$ cat src/rtl/hold_mux_n.sv
// -----------------------------------------------------------------------------
// hold_mux_n
//
// Registered N-to-1 selector with value hold. Each rising edge where at least
// one select line is high loads the lowest-indexed selected channel into the
// output register. When no select is high the output holds its last loaded
// value. Alongside the datapath it reports which channel was loaded last,
// flags and counts cycles where several selects were high at once, and counts
// how long the output has been holding.
//
// Typical placement: between the controller's select decode and datapath
// register / ALU operand inputs (PC source, ALU operand selection, ...).
//
// Parameters
//   WIDTH        data width per channel (>= 1)
//   CHANNELS     number of input channels (2..16)
//   RESET_VALUE  value loaded into data_out on reset or clear
//
// Ports
//   clk             rising-edge clock
//   rst             asynchronous, active-high reset
//   in_data         packed channel inputs; channel i = in_data[i*WIDTH +: WIDTH]
//   sel             select lines; bit i selects channel i (lowest index wins)
//   clr             synchronous clear; same end state as reset, beats sel
//   data_out        registered selected value
//   out_valid       high once any channel has been loaded since reset/clear
//   sel_idx         index of the last loaded channel
//   conflict        registered pulse: two or more sel bits were high last edge
//   conflict_count  saturating count of conflict cycles
//   hold_count      saturating count of consecutive edges with no select
//
// Every output comes straight from a flop; there is no combinational path
// from any input to any output.
// -----------------------------------------------------------------------------
module hold_mux_n #(
  parameter int                 WIDTH       = 8,
  parameter int                 CHANNELS    = 3,
  parameter logic [WIDTH-1:0]   RESET_VALUE = '0,
  localparam int                IW          = (CHANNELS > 1) ? $clog2(CHANNELS) : 1
) (
  input  logic                        clk,
  input  logic                        rst,
  input  logic [CHANNELS*WIDTH-1:0]   in_data,
  input  logic [CHANNELS-1:0]         sel,
  input  logic                        clr,
  output logic [WIDTH-1:0]            data_out,
  output logic                        out_valid,
  output logic [IW-1:0]               sel_idx,
  output logic                        conflict,
  output logic [7:0]                  conflict_count,
  output logic [15:0]                 hold_count
);

  localparam logic [7:0]  CONFLICT_MAX = 8'hFF;
  localparam logic [15:0] HOLD_MAX     = 16'hFFFF;

  // ---------------------------------------------------------------------------
  // State
  // ---------------------------------------------------------------------------
  logic [WIDTH-1:0] data_q,           data_d;
  logic             valid_q,          valid_d;
  logic [IW-1:0]    idx_q,            idx_d;
  logic             conflict_q,       conflict_d;
  logic [7:0]       conflict_count_q, conflict_count_d;
  logic [15:0]      hold_count_q,     hold_count_d;

  // ---------------------------------------------------------------------------
  // Select decode: winning channel, its data, and multi-select detection
  // ---------------------------------------------------------------------------
  logic             any_sel;
  logic             multi_sel;
  logic [IW-1:0]    win_idx;
  logic [WIDTH-1:0] win_data;

  always_comb begin
    // NOTE: every variable written in a combinational block gets a default
    // before any conditional assignment; otherwise a path that skips the
    // assignment would infer a latch.
    win_idx  = '0;
    win_data = '0;
    any_sel  = |sel;
    // Clearing the lowest set bit leaves something only if two or more
    // bits were set, which avoids a full popcount.
    multi_sel = |(sel & (sel - CHANNELS'(1)));
    // Scan from the top down so the lowest selected index is written last
    // and therefore wins.
    for (int i = CHANNELS - 1; i >= 0; i--) begin
      if (sel[i]) begin
        win_idx  = IW'(i);
        win_data = in_data[i*WIDTH +: WIDTH];
      end
    end
  end

  // ---------------------------------------------------------------------------
  // Next-state logic
  // ---------------------------------------------------------------------------
  always_comb begin
    data_d           = data_q;
    valid_d          = valid_q;
    idx_d            = idx_q;
    conflict_d       = 1'b0;
    conflict_count_d = conflict_count_q;
    hold_count_d     = hold_count_q;

    if (clr) begin
      // Clear wins over any select, including a conflicting one.
      data_d           = RESET_VALUE;
      valid_d          = 1'b0;
      idx_d            = '0;
      conflict_d       = 1'b0;
      conflict_count_d = '0;
      hold_count_d     = '0;
    end else begin
      if (any_sel) begin
        data_d       = win_data;
        idx_d        = win_idx;
        valid_d      = 1'b1;
        hold_count_d = '0;
      end else if (hold_count_q != HOLD_MAX) begin
        hold_count_d = hold_count_q + 16'd1;
      end

      conflict_d = multi_sel;
      if (multi_sel && (conflict_count_q != CONFLICT_MAX)) begin
        conflict_count_d = conflict_count_q + 8'd1;
      end
    end
  end

  // ---------------------------------------------------------------------------
  // Registers
  // ---------------------------------------------------------------------------
  always_ff @(posedge clk or posedge rst) begin
    // NOTE: sequential state uses non-blocking assignments so every flop
    // samples the pre-edge values regardless of statement order.
    if (rst) begin
      data_q           <= RESET_VALUE;
      valid_q          <= 1'b0;
      idx_q            <= '0;
      conflict_q       <= 1'b0;
      conflict_count_q <= '0;
      hold_count_q     <= '0;
    end else begin
      data_q           <= data_d;
      valid_q          <= valid_d;
      idx_q            <= idx_d;
      conflict_q       <= conflict_d;
      conflict_count_q <= conflict_count_d;
      hold_count_q     <= hold_count_d;
    end
  end

  // ---------------------------------------------------------------------------
  // Outputs
  // ---------------------------------------------------------------------------
  assign data_out       = data_q;
  assign out_valid      = valid_q;
  assign sel_idx        = idx_q;
  assign conflict       = conflict_q;
  assign conflict_count = conflict_count_q;
  assign hold_count     = hold_count_q;

endmodule
$ cat config.mk
export PLATFORM = sky130hd
export DESIGN_NAME = hold_mux_n
export DESIGN_NICKNAME = d
export VERILOG_FILES = /design/src/rtl/hold_mux_n.sv
export SDC_FILE = /design/constraint.sdc
export NUM_CORES = 1
export LEC_CHECK = 0
export CAP_MARGIN = 20
export CELL_PAD_IN_SITES_DETAIL_PLACEMENT = 1
export CELL_PAD_IN_SITES_GLOBAL_PLACEMENT = 1
export CORE_ASPECT_RATIO = 0.9
export CORE_MARGIN = 1.5
export CORE_UTILIZATION = 26
export CTS_CLUSTER_SIZE = 10
export DETAILED_ROUTE_END_ITERATION = 10
export PLACE_DENSITY_LB_ADDON = 0.1
export SYNTH_ARGS = -nofsm -noshare
export SYNTH_HDL_FRONTEND = slang
export SYNTH_SLANG_ARGS = --single-unit
$ cat constraint.sdc
create_clock -name clk -period 2.3 [get_ports clk]
set_input_delay 0.69 -clock clk [delete_from_list [all_inputs] [get_ports clk]]
set_output_delay 0.69 -clock clk [all_outputs]
set_load 0.02 [all_outputs]
==> out/results.ini, run 1 <==
[status]
outcome = finished, final reports clean

[floorplanning]
die_area_sq_um = 8220
fp.dieH_um = 86.1
io_pins = 66
coreArea_sq_um = 7510
start_util_pct = 26.6
die-width_um = 95.4
rows = 30

[critical_path]
required_ns = 1.61
regToRegEndpoint = hold_count[14]$_DFFE_PP0P_
r2r_setup_slack_ns = 0.50
r2r_cells = 5
cpMaxStageDelayCell = clkdlybuf4s50_1
worstSetupPathType = reg2out
critical_path.cell_chain = clkdlybuf4s50_1
critical_path.top_delay_family = buffers and inverters
startpoint_type = flip-flop
arrival_ns = 1.49
critPathBufInv = 1
slowest_delay_ns = 0.67
r2r-start = hold_count[0]$_DFFE_PP0P_
crit_path_max_fanout = 9
worst_setup_path_end_kind = output port

[clock_network]
cts_setup_buffers = 0
path_clk_slew_ns = 0.07
tritoncts = built
numClockSinks = 36
hold_buffers = 0
cts_inserted_buffers = 5
htree_levels = 2
clock-root-buffer = clkbuf_8
clock_latency_ns = 0.29
cts_resized = 0
clockBufferDepth = 2

[power_and_ir_drop]
p_int_mw = 1.00
comb_power_share_pct = 15.5
switching_share_pct = 25.7
pwr-share-clk_pct = 35.1
irDropWorstVdd_mv = 0.232
cellPowerDensity_nw_per_um2 = 467
p_seq_share_pct = 49.5
switchingPower_uw = 347
leakage_nw = 1.13

[grt]
grt_max_degree = 37
grt.total_usage_pct = 14.3
grt_pass1_wl_um = 9090
grt_pass1_vias = 1832
antenna_found_initial = 0
overflow = 0

[placement]
placed_cell_area_sq_um = 2800
port_buffers = 65
dp.final_hpwl_um = 4140
place_congestion = 0.731

[logic_synthesis]
yosys_warnings = 0
syn_area_sq_um = 2000
synthCells = 203
syn-num-nets = 235
yosysMostFrequentCell = dfrtp_1
yosys-top-cells-count = dfrtp_1, nor2_1, a21oi_1, nand2_1
synth_cell_types = 40
ys_ff_latch = 36
synth_top_area_cell = dfrtp_1
synth_top_area_share_pct = 45.1
synth-main-ff-cell = dfrtp_1
avgSynthCellArea_sq_um = 9.84
yosysSeqAreaShare_pct = 45.1
async_flop_share_pct = 100
synth_edf_count = 0
synth_area_leaders = dfrtp_1, a21oi_1, nor2_1, o31ai_1, nor4_4

[min_path]
min_from = data_out[3]$_DFFE_PP0P_
min_to = data_out[3]$_DFFE_PP0P_
hold_path_class = reg2reg
hold_path_depth = 2

[sta]
fin_crit_ns = 2.18
whs_ns = 0.479
period_share_pct = 94.7
relSlewSlack_pct = 68.5
fmax_mhz = 459
maxSlewViolCount = 0
final_hold_viol_count = 0
rsz0062_at_grt = false
setup_violations = 0
tightest_slew_ns = 0.469
fin_skew_ns = 0.0102

[cells_and_area]
postLayoutCellArea_sq_um = 2890
num_antenna_cells = 0
area_growth_syn_to_layout_pct = 44.7
multi_input_area_sq_um = 1010
seqCellArea_sq_um = 901
nFillCells = 889
drive_gt1_share_pct = 11.2
finish.utilization_pct = 38.5
final_nets = 308

[detailed_routing]
vias = 1850
drc = 0
routed_wl_um = 5690
drtAntennaViolNets = 0
viasPerCell = 4.96
drt-initial-drc-count = 43
wl_per_cell_um = 15.3
dr.pass1.iters = 4

[job]
max-cap-violations = 0

## power by group through the flow
stage | sequential [mW] | combinational [mW] | clock, mW
6_report | 0.667 | 0.208 | 0.472
2_1_floorplan | 0.701 | 0.0704 | 0
3_5_place_dp | 0.680 | 0.212 | 0
4_1_cts | 0.667 | 0.213 | 0.495
5_1_grt | 0.671 | 0.229 | 0.521
3_3_place_gp | 0.680 | 0.213 | 0
## routing by layer
layer	share of wire [%]	track usage [%]	vias to the layer above
li1	-	-	900
met3	3.3	3.10	5
met2	48	22.5	29
met4	0.90	3.61	0
met5	0	0	-
met1	48	19.9	916
## cell usage in the layout (no fill, tap or decap), types with 2 or more instances in the layout
cell | Yosys | routed
clkdlybuf4s50_1 | 0 | 65
dfrtp_1 | 36 | 36
nor2_1 | 18 | 18
a21oi_1 | 14 | 14
nand2_1 | 14 | 14
buf_4 | 3 | 12
o21ai_0 | 9 | 9
o31ai_1 | 9 | 9
inv_1 | 7 | 7
nand3_1 | 7 | 7
nor2b_1 | 7 | 7
xor2_1 | 7 | 7
nand4_1 | 6 | 6
a221oi_1 | 6 | 6
clkbuf_8 | 0 | 6
nor3_1 | 5 | 5
or3_1 | 4 | 4
mux2i_1 | 4 | 4
nand3b_1 | 4 | 4
nand3_2 | 3 | 3
nor4_4 | 3 | 3
or4_1 | 3 | 3
nor4_1 | 3 | 3
and3_1 | 3 | 3
a31oi_1 | 2 | 2
a211oi_1 | 2 | 2
o41ai_1 | 2 | 2
o211ai_1 | 2 | 2
ha_1 | 2 | 2
clkinv_2 | 0 | 2
## per-stage QoR
step	power [mW]	worst slack (ns)	TNS, ns	instances
after floorplan	0.771	0.489	0	203
after global placement	0.892	-0.0149	-0.0149	365
after detailed placement	0.892	-0.0398	-0.0868	365
after CTS	1.38	0.107	0	373
after global routing	1.42	0.0464	0	373
final	1.35	0.123	0	373
## kinds of logic after synthesis
logic type | share of synthesized area (%)
buf+inv | 4.39
mux | 2.01
simple gates | 26.6
fa+ha+maj | 1.94
xor+xnor | 3.07
flops | 45.1
compound gates | 16.9
## worst max path at each step
stage	start	cells after the start	end
3_3_place_gp	sel[2]	5	hold_count[4]$_DFFE_PP0P_
3_5_place_dp	sel[2]	5	hold_count[4]$_DFFE_PP0P_
6_report	hold_count[12]$_DFFE_PP0P_	1	hold_count[12]
5_1_grt	hold_count[12]$_DFFE_PP0P_	1	hold_count[12]
4_1_cts	hold_count[12]$_DFFE_PP0P_	1	hold_count[12]
2_1_floorplan	sel[1]	5	conflict_count[7]$_DFFE_PP0P_
## layout make-up
type                       count  share of cell area, %
sequential                    36                   31.2
clock buffer                   6                   2.86
clock inverter                 2                  0.346
multi-input combinational    149                   34.9
inverter                       7                  0.909
tap                           96                   4.16
timing repair buffer          77                   25.6
## flip-flops by register name, indices dropped and copies added, names as in the netlist
name            flops
hold_count         16
sel_idx             2
conflict            1
out_valid           1
conflict_count      8
data_out            8
## tightest hold or removal path: cells and delay by family, from the launching register on
family / cells / cell delay (ns)
flip-flops: 1 / 0.34
AND/OR/NAND/NOR: 1 / 0.05
AO/OA/AOI/OAI: 1 / 0.05
No activity file was read; power rests on OpenSTA's default activity.
==> run 2: changes to the inputs <==
HOLD_SLACK_MARGIN = 0.08   (was not set)
==> results of run 2 <==
Same layout as run 1: the final DEF is identical, and so are final timing and power.
==> run 3: changes to the inputs <==
CTS_CLUSTER_DIAMETER = 30   (was not set)
HOLD_SLACK_MARGIN = 0.05   (was 0.08)
clock period = 2.8 ns   (was 2.3 ns; I/O delays follow)
==> run 3 against run 2 <==
Compared with the run above: clock power fell by 15%; flip-flop and latch count unchanged; first-iteration DRC count decreased by 40%; clock-buffer cell count rose by 1; critical path type unchanged; highest routed layer unchanged.
==> out/results.ini, run 3 (same netlist as run 1, synthesis figures left out) <==
[clock_network]
clockBufferDepth = 2  ; unchanged
htree_levels = 2  ; unchanged
numClockSinks = 36  ; unchanged
tritoncts = built  ; unchanged
clock-root-buffer = clkbuf_8  ; unchanged
cts_inserted_buffers = 5  ; unchanged
cts_setup_buffers = 0  ; unchanged
hold_buffers = 0  ; unchanged
cts_resized = 0  ; unchanged
clock_latency_ns = 0.28  ; was 0.29 ns
path_clk_slew_ns = 0.07  ; about the same

[critical_path]
startpoint_type = flip-flop  ; unchanged
critPathBufInv = 1  ; unchanged
setup.worst_path.start = hold_count[12]$_DFFE_PP0P_  ; unchanged
critPathCapture = hold_count[12]  ; unchanged
r2r_setup_slack_ns = 0.97  ; was 0.50 ns
crit_path_max_fanout = 9  ; unchanged
worstSetupPathType = reg2out  ; unchanged
r2r-start = hold_count[0]$_DFFE_PP0P_  ; unchanged
cpMaxStageDelayCell = clkdlybuf4s50_1  ; unchanged
cp.depth = 1  ; unchanged
slowest_delay_ns = 0.67  ; about the same
critical_path.cell_chain = clkdlybuf4s50_1  ; unchanged
arrival_ns = 1.48  ; was 1.49 ns
r2r_cells = 5  ; unchanged
worst_setup_path_end_kind = output port  ; unchanged
required_ns = 1.96  ; was 1.61 ns
regToRegEndpoint = hold_count[1]$_DFFE_PP0P_  ; was hold_count[14]$_DFFE_PP0P_
critical_path.top_delay_family = buffers and inverters  ; unchanged

[sta]
relSlewSlack_pct = 56.5  ; was 68.5%
fmax_mhz = 432
tightest_slew_ns = 0.648  ; was 0.469 ns
maxSlewViolCount = 0  ; unchanged
period_share_pct = 82.7
setup_violations = 0  ; unchanged
rsz0062_at_grt = false  ; unchanged
final_hold_viol_count = 0  ; unchanged
fin_crit_ns = 2.32
tns_ns = 0  ; unchanged
fin_skew_ns = 0.00806  ; was 0.0102 ns
whs_ns = 0.479  ; about the same

[cells_and_area]
drive_gt1_share_pct = 9.23  ; was 11.2%
num_antenna_cells = 0  ; unchanged
final_nets = 303  ; was 308
largest_reg_flops = 16  ; unchanged
finish.utilization_pct = 38.0  ; was 38.5%
final_cell_mix = clkdlybuf4s50_1, dfrtp_1, nor2_1  ; unchanged
area_growth_syn_to_layout_pct = 43.0  ; was 44.7%
final_common_cell = clkdlybuf4s50_1  ; unchanged

[floorplanning]
rows = 30  ; unchanged
fp.dieH_um = 86.1  ; unchanged
coreArea_sq_um = 7510  ; unchanged
start_util_pct = 26.6  ; unchanged
die_area_sq_um = 8220  ; unchanged
io_pins = 66  ; unchanged
die-width_um = 95.4  ; unchanged

[placement]
port_buffers = 65  ; unchanged
dp.final_hpwl_um = 4040  ; was 4140 um
place_congestion = 0.757  ; was 0.731

[detailed_routing]
drt-initial-drc-count = 26  ; was 43
drtAntennaViolNets = 0  ; unchanged
dr.pass1.iters = 4  ; unchanged
routed_wl_um = 5530  ; was 5690 um
viasPerCell = 5.02  ; was 4.96
wl_per_cell_um = 15.1  ; was 15.3 um
drc = 0  ; unchanged
vias = 1842  ; was 1850

[grt]
overflow = 0  ; unchanged
grt_pass1_vias = 1818  ; was 1832
grt_pass1_wl_um = 9070  ; was 9090 um
antenna_found_initial = 0  ; unchanged
grt.total_usage_pct = 14.2  ; was 14.3%
grt_max_degree = 37  ; unchanged

[job]
max-cap-violations = 0  ; unchanged

[min_path]
hold_path_class = reg2reg  ; unchanged

[power_and_ir_drop]
leakage_nw = 1.11  ; was 1.13 nW
cellPowerDensity_nw_per_um2 = 391  ; was 467 nW/um^2
irDropWorstVdd_mv = 0.203  ; was 0.232 mV
p_total_mw = 1.12  ; was 1.35 mW

[status]
outcome = finished, final reports clean  ; unchanged

[run 3: cell types whose count changed in the layout (fill, tap and decap cells not counted)]
cell | before | now
buf_4 | 12 | 7
clkinv_2 | 2 | 0
clkbuf_8 | 6 | 7
[run 3: final cells by class]
| class | count | area [sq um] |
|---|---|---|
| clock buffer | 7 | 96.3 |
| sequential | 36 | 901 |
| tap | 96 | 120 |
| multi-input combinational | 149 | 1010 |
| fill | 879 | 4650 |
| timing repair buffer | 72 | 703 |
| inverter | 7 | 26.3 |
[run 3: power breakdown]
| part | internal [mW] | switching, mW |
|---|---|---|
| Sequential | 0.535 | 0.0129 |
| Clock | 0.219 | 0.181 |
| Combinational | 0.0883 | 0.0794 |
| Total | 0.843 | 0.273 |
[run 3: worst min path at each step]
stage	startpoint	to	depth (start not counted)
finish	data_out[3]$_DFFE_PP0P_	data_out[3]$_DFFE_PP0P_	2
global route	data_out[3]$_DFFE_PP0P_	data_out[3]$_DFFE_PP0P_	2
CTS	data_out[3]$_DFFE_PP0P_	data_out[3]$_DFFE_PP0P_	2
detailed placement	data_out[3]$_DFFE_PP0P_	data_out[3]$_DFFE_PP0P_	2
global placement	data_out[2]$_DFFE_PP0P_	data_out[2]$_DFFE_PP0P_	2
floorplan	data_out[5]$_DFFE_PP0P_	data_out[5]$_DFFE_PP0P_	2
[run 3: layer usage]
layer	up-vias	track usage [%]	wire length, um
li1	897	-	-
met1	905	19.6	2560
met2	36	22.1	2700
met3	4	3.01	218
met4	0	4.01	43
met5	-	0	0
[run 3: worst min-delay path, delay by kind of cell, from the launching register on]
family | cells | cell delay, ns
flip-flops | 1 | 0.34
AND/OR/NAND/NOR | 1 | 0.05
AO/OA/AOI/OAI | 1 | 0.05
[run 3: through the flow]
step | std cells | instance area, sq um | setup WS, ns
floorplan | 203 | 2000 | 0.839
finish | 367 | 2860 | 0.485
global placement | 360 | 2760 | 0.278
detailed placement | 360 | 2760 | 0.255
global route | 367 | 2860 | 0.396
CTS | 367 | 2860 | 0.460
